### config.mk
export PLATFORM = sky130hd
export DESIGN_NAME = rpn_token_sequencer
export DESIGN_NICKNAME = d
export VERILOG_FILES = /design/src/rtl/rpn_token_sequencer.sv
export SDC_FILE = /design/constraint.sdc
export NUM_CORES = 1
export LEC_CHECK = 0
export ABC_CLOCK_PERIOD_IN_PS = 4800
export CAP_MARGIN = 20
export CORE_AREA = 2 2 64 72
export DETAILED_ROUTE_END_ITERATION = 10
export DIE_AREA = 0 0 66 74
export HOLD_SLACK_MARGIN = 0.15
export PLACE_DENSITY = 0.67
export SLEW_MARGIN = 20
export SYNTH_ARGS = -nofsm -noshare
export SYNTH_HDL_FRONTEND = slang
export SYNTH_SLANG_ARGS = --single-unit
### constraint.sdc
create_clock -name clk -period 4.8 [get_ports clk]
set_clock_uncertainty 0.15 [all_clocks]
set_input_delay 0.96 -clock clk [delete_from_list [all_inputs] [get_ports clk]]
set_output_delay 0.96 -clock clk [all_outputs]
set_load 0.005 [all_outputs]
### src/rtl/rpn_token_sequencer.sv
// rtl/rpn_token_sequencer.sv - RPN token stream to stack-ALU opcode sequencer with result handshake
// Define RPN_OPCOUNT_EN to add the res_ops operator-count port.
module rpn_token_sequencer #(
  parameter int N           = 8,
  parameter int STACK_DEPTH = 8,
  parameter int ALU_LAT     = 1
) (
  input  logic         clk,
  input  logic         rst_n,
  input  logic         tok_valid,
  output logic         tok_ready,
  input  logic         tok_is_op,
  input  logic [N-1:0] tok_data,
  input  logic         tok_last,
  output logic [2:0]   opcode,
  output logic [N-1:0] input_data,
  input  logic [N-1:0] output_data,
  input  logic         overflow,
  output logic         res_valid,
  input  logic         res_ready,
  output logic [N-1:0] res_data,
  output logic         res_overflow,
  output logic         res_error
`ifdef RPN_OPCOUNT_EN
  ,
  output logic [7:0]   res_ops
`endif
);

  localparam int DW = $clog2(STACK_DEPTH + 1);
  localparam int LW = (ALU_LAT < 2) ? 1 : $clog2(ALU_LAT + 1);

  localparam logic [DW-1:0] DEPTH_MAX = DW'(STACK_DEPTH);
  localparam logic [LW-1:0] LAT_DONE  = LW'(ALU_LAT);

  localparam logic [2:0] OP_IDLE = 3'b000;
  localparam logic [2:0] OP_ADD  = 3'b100;
  localparam logic [2:0] OP_MUL  = 3'b101;
  localparam logic [2:0] OP_PUSH = 3'b110;
  localparam logic [2:0] OP_POP  = 3'b111;

  typedef enum logic [2:0] {
    S_RUN    = 3'd0,
    S_WAIT   = 3'd1,
    S_DRAIN  = 3'd2,
    S_DWAIT  = 3'd3,
    S_RESULT = 3'd4
  } state_t;

  state_t          state_q, state_d;
  logic [DW-1:0]   depth_q, depth_d;
  logic [LW-1:0]   lat_q, lat_d;
  logic            last_q, last_d;
  logic            first_q, first_d;
  logic            ov_q, ov_d;
  logic            err_q, err_d;
  logic            ready_q, ready_d;
  logic [2:0]      opcode_q, opcode_d;
  logic [N-1:0]    idata_q, idata_d;
  logic [N-1:0]    rdata_q, rdata_d;
`ifdef RPN_OPCOUNT_EN
  logic [7:0]      ops_q, ops_d;
`endif

  logic tok_hs;
  assign tok_hs = tok_valid && ready_q && (state_q == S_RUN);

  always_comb begin
    state_d  = state_q;
    depth_d  = depth_q;
    lat_d    = lat_q;
    last_d   = last_q;
    first_d  = first_q;
    ov_d     = ov_q;
    err_d    = err_q;
    opcode_d = OP_IDLE;
    idata_d  = idata_q;
    rdata_d  = rdata_q;
`ifdef RPN_OPCOUNT_EN
    ops_d    = ops_q;
`endif

    case (state_q)
      S_RUN: begin
        if (tok_hs) begin
          last_d = tok_last;
          if (!tok_is_op) begin
            if (depth_q == DEPTH_MAX) begin
              err_d = 1'b1;
            end else begin
              opcode_d = OP_PUSH;
              idata_d  = tok_data;
              depth_d  = depth_q + DW'(1);
            end
            if (tok_last) begin
              state_d = S_DRAIN;
              first_d = 1'b1;
            end
          end else if (depth_q < DW'(2)) begin
            err_d = 1'b1;
            if (tok_last) begin
              state_d = S_DRAIN;
              first_d = 1'b1;
            end
          end else begin
            opcode_d = tok_data[0] ? OP_MUL : OP_ADD;
            depth_d  = depth_q - DW'(1);
            lat_d    = '0;
            state_d  = S_WAIT;
`ifdef RPN_OPCOUNT_EN
            ops_d    = (ops_q == 8'hFF) ? ops_q : ops_q + 8'd1;
`endif
          end
        end
      end

      S_WAIT: begin
        if (lat_q == LAT_DONE) begin
          ov_d  = ov_q | overflow;
          lat_d = '0;
          if (last_q) begin
            state_d = S_DRAIN;
            first_d = 1'b1;
          end else begin
            state_d = S_RUN;
          end
        end else begin
          lat_d = lat_q + LW'(1);
        end
      end

      // Every remaining entry is popped so the ALU stack starts empty next time.
      S_DRAIN: begin
        if (first_q && (depth_q == '0)) begin
          err_d   = 1'b1;
          rdata_d = '0;
          first_d = 1'b0;
          state_d = S_RESULT;
        end else begin
          if (first_q && (depth_q != DW'(1))) begin
            err_d = 1'b1;
          end
          opcode_d = OP_POP;
          depth_d  = depth_q - DW'(1);
          lat_d    = '0;
          state_d  = S_DWAIT;
        end
      end

      S_DWAIT: begin
        if (lat_q == LAT_DONE) begin
          if (first_q) begin
            rdata_d = output_data;
          end
          first_d = 1'b0;
          lat_d   = '0;
          state_d = (depth_q == '0) ? S_RESULT : S_DRAIN;
        end else begin
          lat_d = lat_q + LW'(1);
        end
      end

      S_RESULT: begin
        if (res_ready) begin
          ov_d    = 1'b0;
          err_d   = 1'b0;
          last_d  = 1'b0;
          state_d = S_RUN;
`ifdef RPN_OPCOUNT_EN
          ops_d   = 8'd0;
`endif
        end
      end

      default: begin
        state_d = S_RUN;
      end
    endcase

    ready_d = (state_d == S_RUN);
  end

  always_ff @(posedge clk or negedge rst_n) begin
    if (!rst_n) begin
      state_q  <= S_RUN;
      depth_q  <= '0;
      lat_q    <= '0;
      last_q   <= 1'b0;
      first_q  <= 1'b0;
      ov_q     <= 1'b0;
      err_q    <= 1'b0;
      ready_q  <= 1'b0;
      opcode_q <= OP_IDLE;
      idata_q  <= '0;
      rdata_q  <= '0;
`ifdef RPN_OPCOUNT_EN
      ops_q    <= 8'd0;
`endif
    end else begin
      state_q  <= state_d;
      depth_q  <= depth_d;
      lat_q    <= lat_d;
      last_q   <= last_d;
      first_q  <= first_d;
      ov_q     <= ov_d;
      err_q    <= err_d;
      ready_q  <= ready_d;
      opcode_q <= opcode_d;
      idata_q  <= idata_d;
      rdata_q  <= rdata_d;
`ifdef RPN_OPCOUNT_EN
      ops_q    <= ops_d;
`endif
    end
  end

  assign tok_ready    = ready_q;
  assign opcode       = opcode_q;
  assign input_data   = idata_q;
  assign res_valid    = (state_q == S_RESULT);
  assign res_data     = rdata_q;
  assign res_overflow = ov_q;
  assign res_error    = err_q;
`ifdef RPN_OPCOUNT_EN
  assign res_ops      = ops_q;
`endif

endmodule
Yosys cells after proc, flatten, opt, wreduce, memory -nomap -nowiden
Cells that the tools add are included.
{ "classes": {"add_sub_neg": 3, "mul": 0, "div": 0, "magnitude_cmp": 1, "n_eq_ne": 21, "n_shift": 0, "muxes": 55, "bitwise_logic": 3, "n_reduce_logical": 23} }
{ "ops": {"columns": ["op", "n"], "rows": [
  ["3-bit 2-to-1 mux", 14],
  ["8-bit 2-to-1 mux", 3],
  ["1-bit 2-to-1 mux", 23],
  ["4-bit 2-to-1 mux", 5],
  ["2-bit != test (second input constant)", 9],
  ["8-bit case mux with 2 select lines", 1],
  ["3-bit case mux with 5 select lines", 1],
  ["5-bit AND reduction", 2],
  ["3-bit != test (second input constant)", 3],
  ["4-bit case mux with 2 select lines", 1],
  ["4-bit AND reduction", 2],
  ["2-bit nonzero test", 4],
  ["7-bit AND reduction", 1],
  ["3-bit by 2-bit == test with 1-bit output (second input constant)", 2],
  ["3-bit logical NOT", 2],
  ["3-bit by 2-bit != test with 1-bit output (second input constant)", 2],
  ["1-bit case mux with 3 select lines", 2],
  ["3-bit case mux with 2 select lines", 1],
  ["3-bit AND reduction", 2],
  ["6-bit AND reduction", 1],
  ["3-bit nonzero test", 2],
  ["4-bit by 1-bit adder with 4-bit output (second input constant)", 1],
  ["4-bit == test (second input constant)", 1],
  ["1-bit logical AND", 4],
  ["15 further kinds", 17]
]} }
{ "totals": {"ff_bits": 32, "latchBits": 0, "ramBits": 0, "romBits": 0, "in_bits": 23, "wordCells": 117, "memories": 0} }

Longest topological paths before layout
{ "logic_depth": {"word_depth": 6, "depth_mapped": 7, "mapped_depth_nobuf": 6} }

Worst setup path after synthesis
OpenSTA, ideal clock, no wires.
{ "synth_timing": {"path_kind": "input to register", "start": "input port tok_is_op", "end": "register depth_q[1]", "setup_time_ns": 0.079, "arrival_time_ns": 2.149, "t_required_ns": 4.571, "path_slack_ns": 2.422, "cell_stages": 5, "n_path_buf": 1, "cell_sequence": "buf_2 or4b_4 a32oi_2 or2b_2 mux2i_1"} }
{ "synth_via": {"elab_chain_cells": 3, "word_cells_on_any_way": 6, "cone_classes": "2 x eq/ne; 3 x mux; 1 x reduce/logical"} }
{ "synth_lines": {"columns": ["element", "line", "rtl"], "rows": [
  ["start: declaration", "12", "input logic tok_is_op,"],
  ["4-bit 2-to-1 mux", "87", "if (!tok_is_op) begin"],
  ["4-bit 2-to-1 mux", "85", "if (tok_hs) begin"],
  ["4-bit case mux with 2 select lines", "83", "case (state_q)"],
  ["end signal: assignment", "201", "depth_q <= depth_d;"],
  ["end: declaration", "51", "logic [DW-1:0] depth_q, depth_d;"]
]} }
Several ways; a longest one is shown, not always the timed one. The select of a mux whose other input is x is not followed.
A chain may end at the register's enable or synchronous reset.

Worst setup path after layout
{ "layout_timing": {"start": "register state_q[0]", "end": "output port res_valid"} }
{ "layout_via": {"elab_chain_cells": 1} }
{ "layout_lines": {"columns": ["element", "line", "rtl"], "rows": [
  ["start: declaration", "50", "state_t state_q, state_d;"],
  ["start signal: assignment", "200", "state_q <= state_d;"],
  ["3-bit == test", "220", "assign res_valid = (state_q == S_RESULT);"],
  ["end: declaration", "19", "output logic res_valid,"]
]} }
Every way passes these cells.

==> summary.md <==
The primary flip-flop cell chosen by synthesis mapping was sky130_fd_sc_hd__dfrtp_1. Leakage power summed over all cells: 0.914 nW. For the final antenna-violating net count, the log shows 0. Traced cell by cell, the critical path runs through nor3b_1, clkdlybuf4s50_1.

The die height was 74 um. The met2 demand-to-capacity share in global routing is 0.241, and the maximum number of pins on one net before global-route repair is 33. The tools report the cts-stage hold buffer count as 0. The switching power summed over all nets was 0.438 mW; the final wirelength was 3370 um. Setup slack on the worst reg-to-reg path comes out at 2.42 ns. The logs give 36 for the violation count after the first detailed-routing iteration and 0.00160 mm^2 for the area of the mapped netlist. The fraction of final layout cells with drive strength greater than 1 works out to 0.121.

The fraction of met3 tracks used by global routing came out at 0.0439. The overall power was 1.28 mW. The clock latency on the worst-skew pair was 0.28 ns. The run finished with clean final reports. The portion of the post-synthesis area used by sequential elements was 0.500; the number of DRC violations after detailed routing was 0.

The tools report the number of setup buffers added after CTS as 0. TritonCTS built the clock tree. The per-cell routed wire length is 13.4 um. For this run, the top clock speed supported by timing is 0.339 GHz. Cell internal power was estimated by the tool at 0.843 mW.

The overall die width works out to 66 um. The logs give 178 for the post-synthesis net count and 25 for the floorplan row count. In the final design database the tool counted 223 nets. In this run the count of I/O pins placed on the die edge is 46. Classification of the worst setup path: flop to output pin.

HPWL reported at the end of detailed placement: 2520 um. The first global-routing pass estimated 5730 um of wire. The overflow left after global routing was 0; the detail-routed via count per cell was 5.15.

The tools report the buffer cell driving the clock tree root as sky130_fd_sc_hd__clkbuf_8. The starting density of the core came out at 0.382. The area growth from synthesis to layout was 36.6%. For the count of endpoints failing hold in the final timing report, the log shows 0. The number of buffers inserted during clock tree synthesis was 5. Startpoint type of the worst setup path: a flop.

The path class of the tightest hold or removal check is flop to flop. The largest single stage delay on the critical path is 0.60 ns. Max-cap violations in this run came to 0.

The switching part of the total power was 0.342. The register bit count reported by yosys is 32, and the worst endpoint data arrival time is 1.84 ns. Post-CTS repair changed the size of 0 cells. The fraction of power consumed by combinational cells was 0.413. Power share of the clock group: 0.193. The run gives 0.379 as the worst relative slew slack. For this design, the sink count on the clock tree is 32. The busiest layer in global routing is met2.

The via count is 1,298, and the synthesized area per cell is 10.5 um^2. Clock edge transition at the registers on the reported setup and hold paths: 0.06 ns. After routing, the total negative slack on setup checks comes to 0 ns. The tools report the total of fill cells in the finished design as 380.

The count of input and output buffers was 45. The global-route usage over all layers was 0.155. For the pin with the worst max-slew slack, the measured transition is 0.928 ns.

The initial antenna violation count is 0, and the area of the placeable core is 0.00419 mm^2. The share of the cycle needed by the critical path after routing was 0.614; the count of inserted antenna diode cells was 0. For the distinct cell type count of the synthesized netlist, the log shows 50. In this run the deepest clock path goes through 2 buffers. The core utilization of the finished layout is 0.522. The slowest stage of the critical path belongs to the cell sky130_fd_sc_hd__clkdlybuf4s50_1. Data on the critical path is required at its endpoint by 3.69 ns. The congestion estimate from routability-driven global placement came to 0.857. For this run, the number of Yosys warnings is 0. The share of synthesized registers carrying an async set or reset came out at 1.00. The first TritonRoute pass finished after 4 iterations.

The share of power burned in registers was 0.394; the count of H-tree levels built during CTS was 2. Setup violations remaining at the end of the flow were counted as 0. The time the worst path needs with I/O delays and setup works out to 2.95 ns.

Largest fanout on the critical path: 12. The overall die area is 0.00488 mm^2, and the via count of the first global-routing pass is 1,276. Synthesis produced 152 cells.

The tools report the max-slew violation count as 0. Setup repair after global routing left no endpoint under its margin. In this run, synthesis inferred 0 flip-flops with an integrated enable.

The power per standard cell area was 585 mW/mm^2. The routing usage on met1 was 0.202. The endpoint kind of the worst setup timing path was an output pin. The peak supply drop is 256 uV.
==> routing by layer <==
metal,part of all wire,vias up
li1,-,627
met1,0.44,623
met2,0.48,41
met3,0.062,7
met4,0.017,0
met5,0,-
==> metrics by stage <==
stage                     hold WS (ns)  setup WS (ns)  instance area (um^2)  cells
after CTS                        0.337           1.86                  2190    252
after floorplan                  0.320           2.42                  1600    152
after detailed placement         0.322           1.73                  2080    244
after global routing             0.363           1.77                  2190    252
after global placement           0.316           1.81                  2080    244
final                            0.329           1.85                  2190    252
==> layout make-up <==
type / count / area, um^2 / area share
inverter: 7 / 26.3 / 0.0120
clock buffer: 6 / 72.6 / 0.0332
sequential: 32 / 801 / 0.366
tap: 54 / 67.6 / 0.0309
multi-input combinational: 105 / 727 / 0.332
clock inverter: 2 / 35.0 / 0.0160
timing repair buffer: 46 / 458 / 0.209
==> path summary, 6_finish.rpt <==
check | startpoint | end | depth (start not counted)
max | state_q[0] | res_valid | 2
min | res_data[7] | res_data[7] | 2
max reg2reg | depth_q[1] | res_data[2] | 5
min reg2reg | res_data[7] | res_data[7] | 2
max in group asynchronous | rst_n | first_q | 2
min in group asynchronous | rst_n | depth_q[0] | 2
==> logic make-up (layout without fill, tap and decap cells) <==
logic type	after synthesis	in the layout	share of synthesized area
AO/OA/AOI/OAI	33	33	0.150
flip-flops	32	32	0.500
adder cells (fa/ha/maj)	3	3	0.0234
AND/OR/NAND/NOR	56	56	0.196
XOR/XNOR	4	4	0.0219
buffers and inverters	15	61	0.0461
multiplexers	9	9	0.0625
==> Yosys cell counts (3+ instances only) <==
library cell	instances	area, um^2
sky130_fd_sc_hd__ha_1	3	37.5
sky130_fd_sc_hd__xnor2_1	3	26.3
sky130_fd_sc_hd__nand2_1	26	97.6
sky130_fd_sc_hd__mux2_2	7	78.8
sky130_fd_sc_hd__o21ai_0	15	75.1
sky130_fd_sc_hd__dfrtp_1	32	801
sky130_fd_sc_hd__nand3_1	4	20.0
sky130_fd_sc_hd__inv_1	7	26.3
sky130_fd_sc_hd__buf_2	4	20.0
==> worst max-delay path: cells and delay by family (launching register included) <==
family        cells  cell delay, ns
simple gates      1            0.45
buf+inv           1            0.60
flops             1            0.51
==> state kept, by name, summed over array words and instances (netlist names) <==
signal	flops
res_error	1
opcode	3
res_data	8
tok_ready	1
last_q	1
input_data	8
res_overflow	1
depth_q	4
lat_q	1
first_q	1
state_q	3
==> power groups by stage <==
stage | logic [mW] | registers (mW) | clock network (mW)
CTS | 0.537 | 0.502 | 0.254
global route | 0.591 | 0.528 | 0.269
floorplan | 0.346 | 0.460 | 0
finish | 0.529 | 0.504 | 0.247
global placement | 0.523 | 0.502 | 0
detailed placement | 0.534 | 0.504 | 0
==> cell usage in the layout (no fill, tap or decap), drive strengths merged, types with 2 or more instances in the layout <==
| cell | instances |
|---|---|
| nand2b | 2 |
| a32oi | 2 |
| nand2 | 27 |
| nor3b | 2 |
| o21ai | 15 |
| nor2 | 3 |
| o31ai | 2 |
| nor2b | 2 |
| mux2 | 8 |
| nand4 | 2 |
| xnor2 | 3 |
| inv | 7 |
| nand3 | 4 |
| nand3b | 2 |
| a211oi | 2 |
| ha | 3 |
| a21oi | 2 |
| nand4bb | 2 |
| clkbuf | 6 |
| clkdlybuf4s50 | 45 |
| dfrtp | 32 |
| o2111ai | 2 |
Power figures use the tool's default switching activity.
